`src/rtl/instr_ram_arbiter.sv`:
```
// rtl/instr_ram_arbiter.sv - fetch/loader arbiter in front of the instruction RAM wrapper
//
// Shares the single RAM wrapper port between the core fetch port (read-only,
// fixed priority) and a loader port (read/write). A starvation counter forces
// a loader grant after STARVE_LIMIT consecutive denied loader cycles. Loader
// writes into the boot region (address MSB set) are granted but never reach
// the wrapper and are answered with ld_err_o.
//
// Optional macro INSTR_ARB_LD_LOCK_EN adds ld_lock_i: while high the loader
// owns the port outright and fetch is never granted.
//
// Ports:
//   clk, rst_n                   clock, asynchronous active-low reset
//   fetch_req_i/addr_i           fetch read request
//   fetch_gnt_o                  fetch accepted this cycle (combinational)
//   fetch_rvalid_o/rdata_o       fetch read response, one cycle after grant
//   ld_req_i/addr_i/we_i/be_i/wdata_i  loader request
//   ld_lock_i                    (INSTR_ARB_LD_LOCK_EN only) loader exclusive mode
//   ld_gnt_o                     loader accepted this cycle (combinational)
//   ld_rvalid_o/rdata_o/err_o    loader response, one cycle after grant
//   ram_en_o/we_o/addr_o/be_o/wdata_o  RAM wrapper access port
//   ram_rdata_i                  RAM wrapper read data, one cycle after ram_en_o

module instr_ram_arbiter #(
  parameter int ADDR_WIDTH   = 14,
  parameter int STARVE_LIMIT = 4
) (
  input  logic                  clk,
  input  logic                  rst_n,
  input  logic                  fetch_req_i,
  input  logic [ADDR_WIDTH-1:0] fetch_addr_i,
  output logic                  fetch_gnt_o,
  output logic                  fetch_rvalid_o,
  output logic [31:0]           fetch_rdata_o,
`ifdef INSTR_ARB_LD_LOCK_EN
  input  logic                  ld_lock_i,
`endif
  input  logic                  ld_req_i,
  input  logic [ADDR_WIDTH-1:0] ld_addr_i,
  input  logic                  ld_we_i,
  input  logic [3:0]            ld_be_i,
  input  logic [31:0]           ld_wdata_i,
  output logic                  ld_gnt_o,
  output logic                  ld_rvalid_o,
  output logic [31:0]           ld_rdata_o,
  output logic                  ld_err_o,
  output logic                  ram_en_o,
  output logic                  ram_we_o,
  output logic [ADDR_WIDTH-1:0] ram_addr_o,
  output logic [3:0]            ram_be_o,
  output logic [31:0]           ram_wdata_o,
  input  logic [31:0]           ram_rdata_i
);

  typedef enum logic [1:0] {
    RESP_NONE,
    RESP_FETCH,
    RESP_LD,
    RESP_LD_ERR
  } resp_e;

  localparam logic [7:0] STARVE_MAX = STARVE_LIMIT[7:0];

  resp_e      resp_q, resp_d;
  logic [7:0] starve_cnt, starve_d;
  logic       lock;
  logic       starve_sat;
  logic       ld_boot_wr;

`ifdef INSTR_ARB_LD_LOCK_EN
  assign lock = ld_lock_i;
`else
  assign lock = 1'b0;
`endif

  assign starve_sat = (starve_cnt == STARVE_MAX);

  always_ff @(posedge clk or negedge rst_n) begin
    if (!rst_n) begin
      resp_q     <= RESP_NONE;
      starve_cnt <= '0;
    end else begin
      resp_q     <= resp_d;
      starve_cnt <= starve_d;
    end
  end

  always_comb begin
    fetch_gnt_o = 1'b0;
    ld_gnt_o    = 1'b0;
    resp_d      = RESP_NONE;
    starve_d    = '0;

    // Loader wins when locked, when fetch is idle, or when it has waited long enough.
    if (ld_req_i && (lock || !fetch_req_i || starve_sat)) begin
      ld_gnt_o = 1'b1;
    end else if (fetch_req_i && !lock) begin
      fetch_gnt_o = 1'b1;
    end

    // Boot region is ROM: the write is acknowledged but kept off the wrapper.
    ld_boot_wr = ld_gnt_o && ld_we_i && ld_addr_i[ADDR_WIDTH-1];

    if (fetch_gnt_o) begin
      resp_d = RESP_FETCH;
    end else if (ld_boot_wr) begin
      resp_d = RESP_LD_ERR;
    end else if (ld_gnt_o) begin
      resp_d = RESP_LD;
    end

    // Counter tracks an unbroken run of denied loader cycles and saturates.
    if (!lock && ld_req_i && !ld_gnt_o) begin
      starve_d = starve_sat ? starve_cnt : starve_cnt + 8'd1;
    end
  end

  assign ram_en_o    = fetch_gnt_o || (ld_gnt_o && !ld_boot_wr);
  assign ram_we_o    = ld_gnt_o && ld_we_i && !ld_boot_wr;
  assign ram_addr_o  = ld_gnt_o ? ld_addr_i : fetch_addr_i;
  assign ram_be_o    = ld_gnt_o ? ld_be_i : 4'hF;
  assign ram_wdata_o = ld_wdata_i;

  assign fetch_rvalid_o = (resp_q == RESP_FETCH);
  assign ld_rvalid_o    = (resp_q == RESP_LD) || (resp_q == RESP_LD_ERR);
  assign ld_err_o       = (resp_q == RESP_LD_ERR);
  assign fetch_rdata_o  = ram_rdata_i;
  assign ld_rdata_o     = ram_rdata_i;

endmodule
```
`config.mk`:
```
export PLATFORM = sky130hd
export DESIGN_NAME = instr_ram_arbiter
export DESIGN_NICKNAME = d
export VERILOG_FILES = /design/src/rtl/instr_ram_arbiter.sv
export SDC_FILE = /design/constraint.sdc
export NUM_CORES = 1
export LEC_CHECK = 0
export ABC_AREA = 1
export BUFFER_PORTS_ARGS = -buffer_cell sky130_fd_sc_hd__buf_2
export CAP_MARGIN = 40
export CORE_AREA = 2 2 86 88
export DETAILED_ROUTE_END_ITERATION = 16
export DIE_AREA = 0 0 88 90
export SLEW_MARGIN = 5
export SYNTH_ARGS = -nofsm -noshare
export SYNTH_HDL_FRONTEND = slang
export SYNTH_SLANG_ARGS = --single-unit
```
`constraint.sdc`:
```
create_clock -name clk -period 1.6 [get_ports clk]
set_input_delay 0.16 -clock clk [delete_from_list [all_inputs] [get_ports clk]]
set_output_delay 0.16 -clock clk [all_outputs]
set_load 0.05 [all_outputs]
```
======== After elaboration in Yosys (flattened, before gate mapping) ========
Index checks and enable logic that the tools add are counted.
word-level totals
  flip-flop bits (word level) ............. 10
  output and inout bits ................... 121
  word-level logic and storage cells ...... 30
cells by class
  add/sub/neg operators ................... 1
  equality and inequality tests ........... 5
  mux-type cells .......................... 10
  reductions and logical operators ........ 12
operator list
  cell                                                 count
  2-to-1 mux 8 bit                                     2
  2-to-1 mux 14 bit                                    1
  adder 8 x 1 -> 8 bit, second input constant          1
  equality test 8 x 3 -> 1 bit, second input constant  1
  logical AND 1 bit                                    6
  2-to-1 mux 2 bit                                     3
  equality test 2 bit, second input constant           2
  2-to-1 mux 4 bit                                     1
  logical NOT 1 bit                                    3
  logical OR 1 bit                                     3
  2-to-1 mux 1 bit                                     3
  equality test 2 x 1 -> 1 bit, second input constant  1
  != test 2 bit, second input constant                 1

======== Longest topological paths before layout ========
Gate-level depths: netlist (run 1).
  depth after elaboration ................. 9
  mapped depth ............................ 8
  mapped depth without buffers ............ 7

======== Least setup slack after synthesis (run 1) ========
Ideal clock, no wire load.
  path type ............................... reg2out
  start point ............................. register starve_cnt[0]
  end point ............................... output port ram_we_o
  arrival time ............................ 2235 ps
  required time ........................... 1440 ps
  slack ................................... -795 ps
  stages on the path, launching flop included .. 8
  path buffers ............................ 1
  path through ............................ dfrtp_1 inv_1 ha_1 nand3_2 o21ai_4 nand2_2 buf_2 nor3_1
between the ends
  cells in the longest elaborated chain, start to end .. 8
RTL lines
  what                            RTL line  text
  start, declared                 65        logic [7:0] starve_cnt, starve_d;
  start signal, assigned          84        starve_cnt <= starve_d;
  equality test 8 x 3 -> 1 bit *  76        assign starve_sat = (starve_cnt == STARVE_MAX);
  logical OR 1 bit *              95        if (ld_req_i && (lock || !fetch_req_i || starve_sat)) begin
  logical AND 1 bit *             95
  2-to-1 mux 1 bit *              95
  logical AND 1 bit *             102, 119
  logical AND 1 bit               102       ld_boot_wr = ld_gnt_o && ld_we_i && ld_addr_i[ADDR_WIDTH-1];
  logical NOT 1 bit               119       assign ram_we_o = ld_gnt_o && ld_we_i && !ld_boot_wr;
  logical AND 1 bit *             119
  end, declared                   48        output logic ram_we_o,
Every way passes the cells marked *; elsewhere a longest branch is shown, timed or not.

======== Worst setup path after layout (run 1) ========
  start point ............................. register starve_cnt[1]
  end point ............................... output port ram_be_o[3]
between the ends
  cells in the longest elaborated chain, start to end .. 5
RTL lines
  what                          RTL line  text
  equality test 8 x 3 -> 1 bit  76
  logical OR 1 bit              95
  logical AND 1 bit             95
  2-to-1 mux 1 bit              95
  2-to-1 mux 4 bit              121       assign ram_be_o = ld_gnt_o ? ld_be_i : 4'hF;
  end, declared                 50        output logic [3:0] ram_be_o,
No other way between the ends.

==> summary.txt, run 1 <==
Status
  – Status: finished, violations left
  – Failing checks: setup timing

Yosys
  – Syn avg cell area: 6.879 µm²
  – Post-synth ARST share: 100.0%
  – Ys flop type: dfrtp_1
  – Synthesized cell area: 1506 µm²
  – Leading area contributor after synthesis: buf_4
  – YS warnings: 0
  – Syn Nets: 322
  – Seq/Total Area, Yosys: 16.61%
  – #FFs+latches synth: 10
  – Unique masters post-synth: 22
  – Cells after synthesis: 219
  – Post-synth EDFFs: 0
  – Share of the synthesized area in the top cell type: 47.84%
  – Area contributors post-synth: buf_4 (48%), dfrtp_1 (17%), nand2_1 (11%), nand3_1 (5.6%), inv_1 (3.7%)

Critical path
  – Worst path required time: 1.44 ns
  – Crit-path max FO: 5
  – CP Launch Type: register
  – Worst setup EP type: output port
  – Flop2flop setup slack: 0.22 ns
  – Data arrival, critical path: 1.73 ns
  – Setup Crit Path Kind: register to output port
  – Reg-to-reg critical path endpoint: resp_q[0]
  – R2r startpoint: starve_cnt[1]
  – Worst reg2reg path depth: 8

Route
  – ANT nets after route: 0
  – DR vias/cell: 3.946
  – Final wirelength: 3993 µm
  – Drt drc: 0
  – Initial DRC Count: 50
  – Pre-antenna DRT Iters: 4
  – DR WL/cell: 13.35 µm
  – Vias after detailed routing: 1,180

Timing
  – Final Hold Viols: 0
  – Final count of pins violating max slew: 0
  – Setup ws final: -0.2950 ns
  – Maximum clock frequency: 527.7 MHz
  – Slew headroom: 81.28%
  – Final period util: 118.4%
  – RSZ-0062 raised after global routing: yes
  – Setup-failing EPs final: 22
  – Minimum clock period: 1.895 ns
  – Worst-Margin Slew: 0.2796 ns
  – Min Hold Slack: 0.2171 ns
  – Clock skew: 0.001631 ns

Power
  – Worst IR Drop VDD: 0.0002168 V
  – Lkg Pwr: 0.8513 nW
  – Pwr per Cell Area: 619.4 nW/µm²

Floorplanning
  – Die area: 7920 µm²
  – Die height: 90 µm
  – Row cnt: 31
  – Core ar.: 7020 µm²
  – I/O pin total: 222
  – Die Wd: 88 µm
  – Initial Utilization: 21.46%

Clock network
  – Root buffer cell: clkbuf_8
  – CTS tree: built
  – CTS buffer count: 3
  – Clock buffer depth: 2
  – Clock-pin slew on the worst setup and hold paths: 0.05 ns
  – CTS H-tree lvls: 1
  – Clock latency on the worst-skew pair: 0.23 ns
  – # clock sinks: 10

GRT
  – Met1 usage in global routing: 8.732%
  – Gr busiest metal: met2
  – Vias in the first global route: 1,195
  – Overflow after GRT: 0
  – First-pass GRT wire length: 5727 µm
  – Largest net degree at the start of global routing: 18
  – Initial antenna violation count: 0
  – Grt met3 use: 4.959%
  – GRT met2 Usage: 15.85%
  – GRT Resource Usage Total: 9.511%

Final layout
  – Layout cells sized above 1: 56.50%
  – ANT cells: 0
  – Fillers: 768
  – Area delta synth->final: 10.05%
  – Nets@finish: 304
  – Post-route design area: 1658 µm²

Hold path
  – Path category of the worst min-delay check: input pin to register
  – Hold depth: 3
  – Hold path start: ld_we_i
  – WHS Endpoint: resp_q[0]

Place
  – Pre-CTS setup slack: -0.1773 ns
  – Buffers on Ports: 61
  – GPL Wtd Cong: 0.7461
  – Post-placement cell area: 1369 µm²
  – Detailed Place HPWL: 3193 µm

Run
  – Total of max-cap violations: 0
[layout make-up]
type,count,area [µm²],share of cell area (%)
Timing Repair Buffer,78,624.3,37.66
Multi-Input combinational cell,93,545.5,32.91
Sequential cell,10,250.2,15.09
Tap cell,99,123.9,7.472
Inverter,15,58.81,3.547
Clock buffer,4,55.05,3.321
[how the worst max path moves through the flow]
stage | from | depth (start not counted) | slack (ns) | end
after floorplan | starve_cnt[0] | 7 | -0.14 | ram_we_o
after global routing | starve_cnt[0] | 8 | -0.39 | ram_be_o[2]
after global placement | starve_cnt[0] | 7 | -0.11 | ram_be_o[3]
final | starve_cnt[1] | 8 | -0.29 | ram_be_o[3]
after CTS | starve_cnt[1] | 8 | -0.30 | ram_addr_o[4]
after detailed placement | starve_cnt[1] | 7 | -0.18 | ram_be_o[3]
[per-layer routing]
metal | vias to the layer above | share of wire (%)
li1 | 540 | -
met1 | 514 | 35
met2 | 96 | 47
met3 | 30 | 13
met4 | 0 | 5.2
met5 | - | 0
[synth_stat cells, types with 2 or more instances]
master	n
nand2_1	43
buf_2	2
clkbuf_1	3
dfrtp_1	10
or2_2	2
or2_1	2
nor3_1	2
o211ai_1	2
nor2_1	13
buf_4	96
ha_1	2
inv_1	15
nand3_1	17
nand4_1	2
[where the power goes]
group / switching [W] / leakage [nW] / internal [W]
clock: 0.0000929 / 0.0288 / 0.000216
sequential: 0.00000315 / 0.136 / 0.000259
combinational: 0.000281 / 0.687 / 0.000175
[what timing repair did]
action / 4_1_cts / 5_1_grt
setup endpoints to repair: 22 / 22
resized for setup: 40 / 24
gates cloned: 0 / 1
endpoints found under the hold margin: 10 / 0
setup buffers: 1 / 1
hold buffers: 1 / 0
pin swaps: 1 / 1
[per-stage QoR]
| step | utilization (%) | setup TNS (ns) | instances | power [W] |
|---|---|---|---|---|
| after floorplan | - | -0.1360 | 219 | 0.001159 |
| after global placement | 19.50 | -1.481 | 291 | 0.0006353 |
| after detailed placement | 19.50 | -2.534 | 291 | 0.0006371 |
| after CTS | 22.31 | -5.463 | 297 | 0.001010 |
| after global routing | 23.61 | -7.686 | 299 | 0.001082 |
| final | 23.61 | -5.121 | 299 | 0.001027 |
[critical path: stages, from the launching register on]
cell     delay [ns]
dfrtp_1        0.37
inv_1          0.06
ha_2           0.16
nand3_2        0.09
o21ai_4        0.22
buf_6          0.15
nand2_8        0.07
or2_4          0.24
buf_6          0.15
[layout by cell type (no fill, tap or decap), types with 3 or more instances in the layout]
cell / Yosys / routed
nand3_1: 17 / 17
nand2_2: 1 / 18
nand2_1: 43 / 24
buf_2: 2 / 39
buf_4: 96 / 11
buf_8: 0 / 4
nor2_1: 13 / 13
buf_6: 1 / 21
dfrtp_1: 10 / 10
inv_1: 15 / 13
clkbuf_8: 0 / 4
or2_4: 0 / 3
[sequential cells by signal (all words and copies together), names as in the netlist]
register,flops
starve_cnt,8
resp_q,2
[cell families (layout without fill, tap and decap cells)]
family          Yosys count  after routing  synth area share [%]
flops                    10             10                 16.61
buf+inv                 117             97                 53.74
fa+ha+maj                 2              2                 1.661
simple gates             83             84                 23.84
xor+xnor                  2              2                 1.163
compound gates            5              5                 2.990
No activity file was read; power rests on OpenSTA's default activity.
==> run 2: changes to the inputs <==
--- a/config.mk
+++ b/config.mk
@@ -8,9 +8,10 @@
 export ABC_AREA = 1
 export BUFFER_PORTS_ARGS = -buffer_cell sky130_fd_sc_hd__buf_2
 export CAP_MARGIN = 40
-export CORE_AREA = 2 2 86 88
+export CORE_AREA = 2 2 85 87
 export DETAILED_ROUTE_END_ITERATION = 16
-export DIE_AREA = 0 0 88 90
+export DIE_AREA = 0 0 87 89
+export PLACE_DENSITY = 0.66
 export SLEW_MARGIN = 5
 export SYNTH_ARGS = -nofsm -noshare
 export SYNTH_HDL_FRONTEND = slang
==> constraint.sdc (replaced) <==
create_clock -name clk -period 1.55 [get_ports clk]
set_input_delay 0.155 -clock clk [delete_from_list [all_inputs] [get_ports clk]]
set_output_delay 0.155 -clock clk [all_outputs]
set_load 0.05 [all_outputs]
==> run 2 against run 1 <==
The run still ends with setup timing left. Largest power group unchanged. Power increased by 5.4%. Register-to-register slack lost 0.05 ns. Sequential cell count stayed put. Count of clock-buffer cells in the layout did not move. Largest cell class is now multi-input combinational cells. Utilization increased by 0.95 points.
==> summary.txt, run 2 (synthesis gave the netlist of run 1 again) <==
Timing
  – Minimum clock period: 1.862 ns
  – Worst-Margin Slew: 0.2651 ns (-0.01441 ns)
  – Maximum clock frequency: 537.0 MHz
  – Slew headroom: 82.25% (+0.97 points)
  – Final count of pins violating max slew: 0 (unchanged)
  – Final period util: 120.1%
  – Clock skew: 0.002172 ns (+0.0005407 ns)
  – Setup ws final: -0.3123 ns (-0.01732 ns)
  – RSZ-0062 raised after global routing: yes
  – Final Hold Viols: 0 (unchanged)
  – Setup-failing EPs final: 22 (unchanged)

Power
  – Lkg Pwr: 0.8482 nW (-0.35%)
  – Worst IR Drop VDD: 0.0002194 V (+1.2%)
  – Pwr per Cell Area: 656.1 nW/µm² (+5.9%)
  – PnR Total Power: 0.001083 W (+5.4%)

Critical path
  – Crit path cell chain: inv_1 > ha_1 > nand3_2 > o21ai_4 > buf_12 > nand3_1 > nand2_4 > buf_4
  – Worst setup EP type: output port
  – Worst path required time: 1.39 ns (-0.05 ns)
  – Crit-path max FO: 16 (+11)
  – Slowest Stage Delay on Critical Path: 0.38 ns (about the same)
  – Setup Crit Path Kind: register to output port
  – Data arrival, critical path: 1.71 ns (-0.02 ns)
  – CP max stage cell: dfrtp_1
  – CP Launch Type: register

Clock network
  – Root buffer cell: clkbuf_8
  – CTS buffer count: 3 (unchanged)
  – Clock latency on the worst-skew pair: 0.24 ns (about the same)
  – Clock-pin slew on the worst setup and hold paths: 0.05 ns (about the same)
  – # clock sinks: 10 (unchanged)
  – Post-CTS Setup Repair Bufs: 0 (-1)
  – CTS tree: built
  – CTS H-tree lvls: 1 (unchanged)
  – Clock buffer depth: 2 (unchanged)

Final layout
  – Post-route design area: 1650 µm² (-0.45%)
  – Fillers: 737 (-4.0%)
  – ANT cells: 0 (unchanged)
  – Commonest cells after routing, fill and taps aside: buf_2 (39), buf_6 (22), nand2_1 (21), inv_1 (14), nand3_1 (14)
  – Top Registers: starve_cnt (8), resp_q (2)
  – Largest Register: starve_cnt
  – Commonest non-fill, non-tap cell in the layout: buf_2
  – Nets@finish: 302 (-0.66%)
  – Area delta synth->final: 9.551%
  – Largest register FFs: 8 (unchanged)
  – Layout cells sized above 1: 58.08% (+1.6 points)

Status
  – Failing checks: setup timing
  – Status: finished, violations left

Route
  – DR vias/cell: 4.112 (+4.2%)
  – Drt drc: 0 (unchanged)
  – Final wirelength: 3969 µm (-0.60%)
  – Pre-antenna DRT Iters: 4 (unchanged)
  – Initial DRC Count: 24 (-52%)
  – DR WL/cell: 14.28 µm (+6.9%)
  – Vias after detailed routing: 1,143 (-3.1%)
  – ANT nets after route: 0 (unchanged)

Floorplanning
  – Die area: 7743 µm² (-2.2%)
  – Die height: 89 µm (-1.1%)
  – Core ar.: 6719 µm² (-4.3%)
  – Initial Utilization: 22.42% (+0.96 points)
  – Row cnt: 30 (-3.2%)
  – I/O pin total: 222 (unchanged)
  – Die Wd: 87 µm (-1.1%)

GRT
  – Largest net degree at the start of global routing: 18 (unchanged)
  – GRT Resource Usage Total: 9.398% (-0.11 points)
  – Vias in the first global route: 1,124 (-5.9%)
  – First-pass GRT wire length: 5540 µm (-3.3%)
  – Initial antenna violation count: 0 (unchanged)
  – Overflow after GRT: 0 (unchanged)

Run
  – Total of max-cap violations: 0 (unchanged)

Hold path
  – Path category of the worst min-delay check: input pin to register

Place
  – Buffers on Ports: 61 (unchanged)
  – GPL Wtd Cong: 0.7797 (+4.5%)
  – Post-placement cell area: 1379 µm² (+0.73%)
  – Detailed Place HPWL: 3320 µm (+4.0%)
==> run 2: timing repair <==
action | CTS | global route
pin swaps | 2 | 1
gates cloned | 0 | 1
endpoints found under the hold margin | 10 | 0
endpoints found under the setup margin | 22 | 22
hold buffers | 1 | 0
resized for setup | 44 | 17
==> run 2: cell type report <==
type | instances | area, µm² | share of cell area [%]
Clock buffer | 4 | 55.05 | 3.336
Inverter | 15 | 60.06 | 3.639
Multi-Input combinational cell | 93 | 599.3 | 36.32
Sequential cell | 10 | 250.2 | 15.16
Tap cell | 80 | 100.1 | 6.065
Timing Repair Buffer | 76 | 585.6 | 35.48
==> run 2: stage by stage <==
step	utilization, %	setup slack (ns)	std cells	TNS (ns)	hold slack [ns]
2_1_floorplan	-	-0.1810	219	-0.3071	-0.1406
3_3_place_gp	20.52	-0.1084	272	-1.537	0.03123
3_5_place_dp	20.52	-0.1492	272	-2.408	0.03328
4_1_cts	23.48	-0.3299	277	-6.169	0.2213
5_1_grt	24.56	-0.4129	278	-8.156	0.2348
6_report	24.56	-0.3123	278	-5.955	0.2166
==> run 2: worst paths after layout <==
kind | from | end | slack, ns | cells past startpoint
max in group asynchronous | rst_n | starve_cnt[2] | 1.04 | 2
max | starve_cnt[1] | ram_addr_o[8] | -0.31 | 8
min in group asynchronous | rst_n | starve_cnt[3] | 0.31 | 2
min | ld_we_i | resp_q[0] | 0.22 | 3
min reg2reg | starve_cnt[0] | starve_cnt[0] | 0.53 | 2
max reg2reg | starve_cnt[1] | resp_q[0] | 0.17 | 7
==> run 2: per-layer routing <==
layer	share of wire [%]	track usage, %	up-vias
li1	-	-	535
met1	33	9.000	489
met2	48	15.06	83
met3	13	5.355	36
met4	5.5	7.102	0
met5	0	0	-
==> run 2: worst max-delay path, delay by kind of cell (launching register included) <==
| kind | cells | cell delay (ns) |
|---|---|---|
| AO/OA/AOI/OAI | 1 | 0.22 |
| adder cells (fa/ha/maj) | 1 | 0.14 |
| buffers and inverters | 3 | 0.43 |
| flip-flops | 1 | 0.38 |
| AND/OR/NAND/NOR | 3 | 0.30 |
==> run 2: power by group <==
group          internal (W)  switching, W  total (W)
registers          0.000267    0.00000361   0.000271
logic              0.000179      0.000296   0.000474
clock network      0.000224      0.000113   0.000337
total              0.000670      0.000412    0.00108
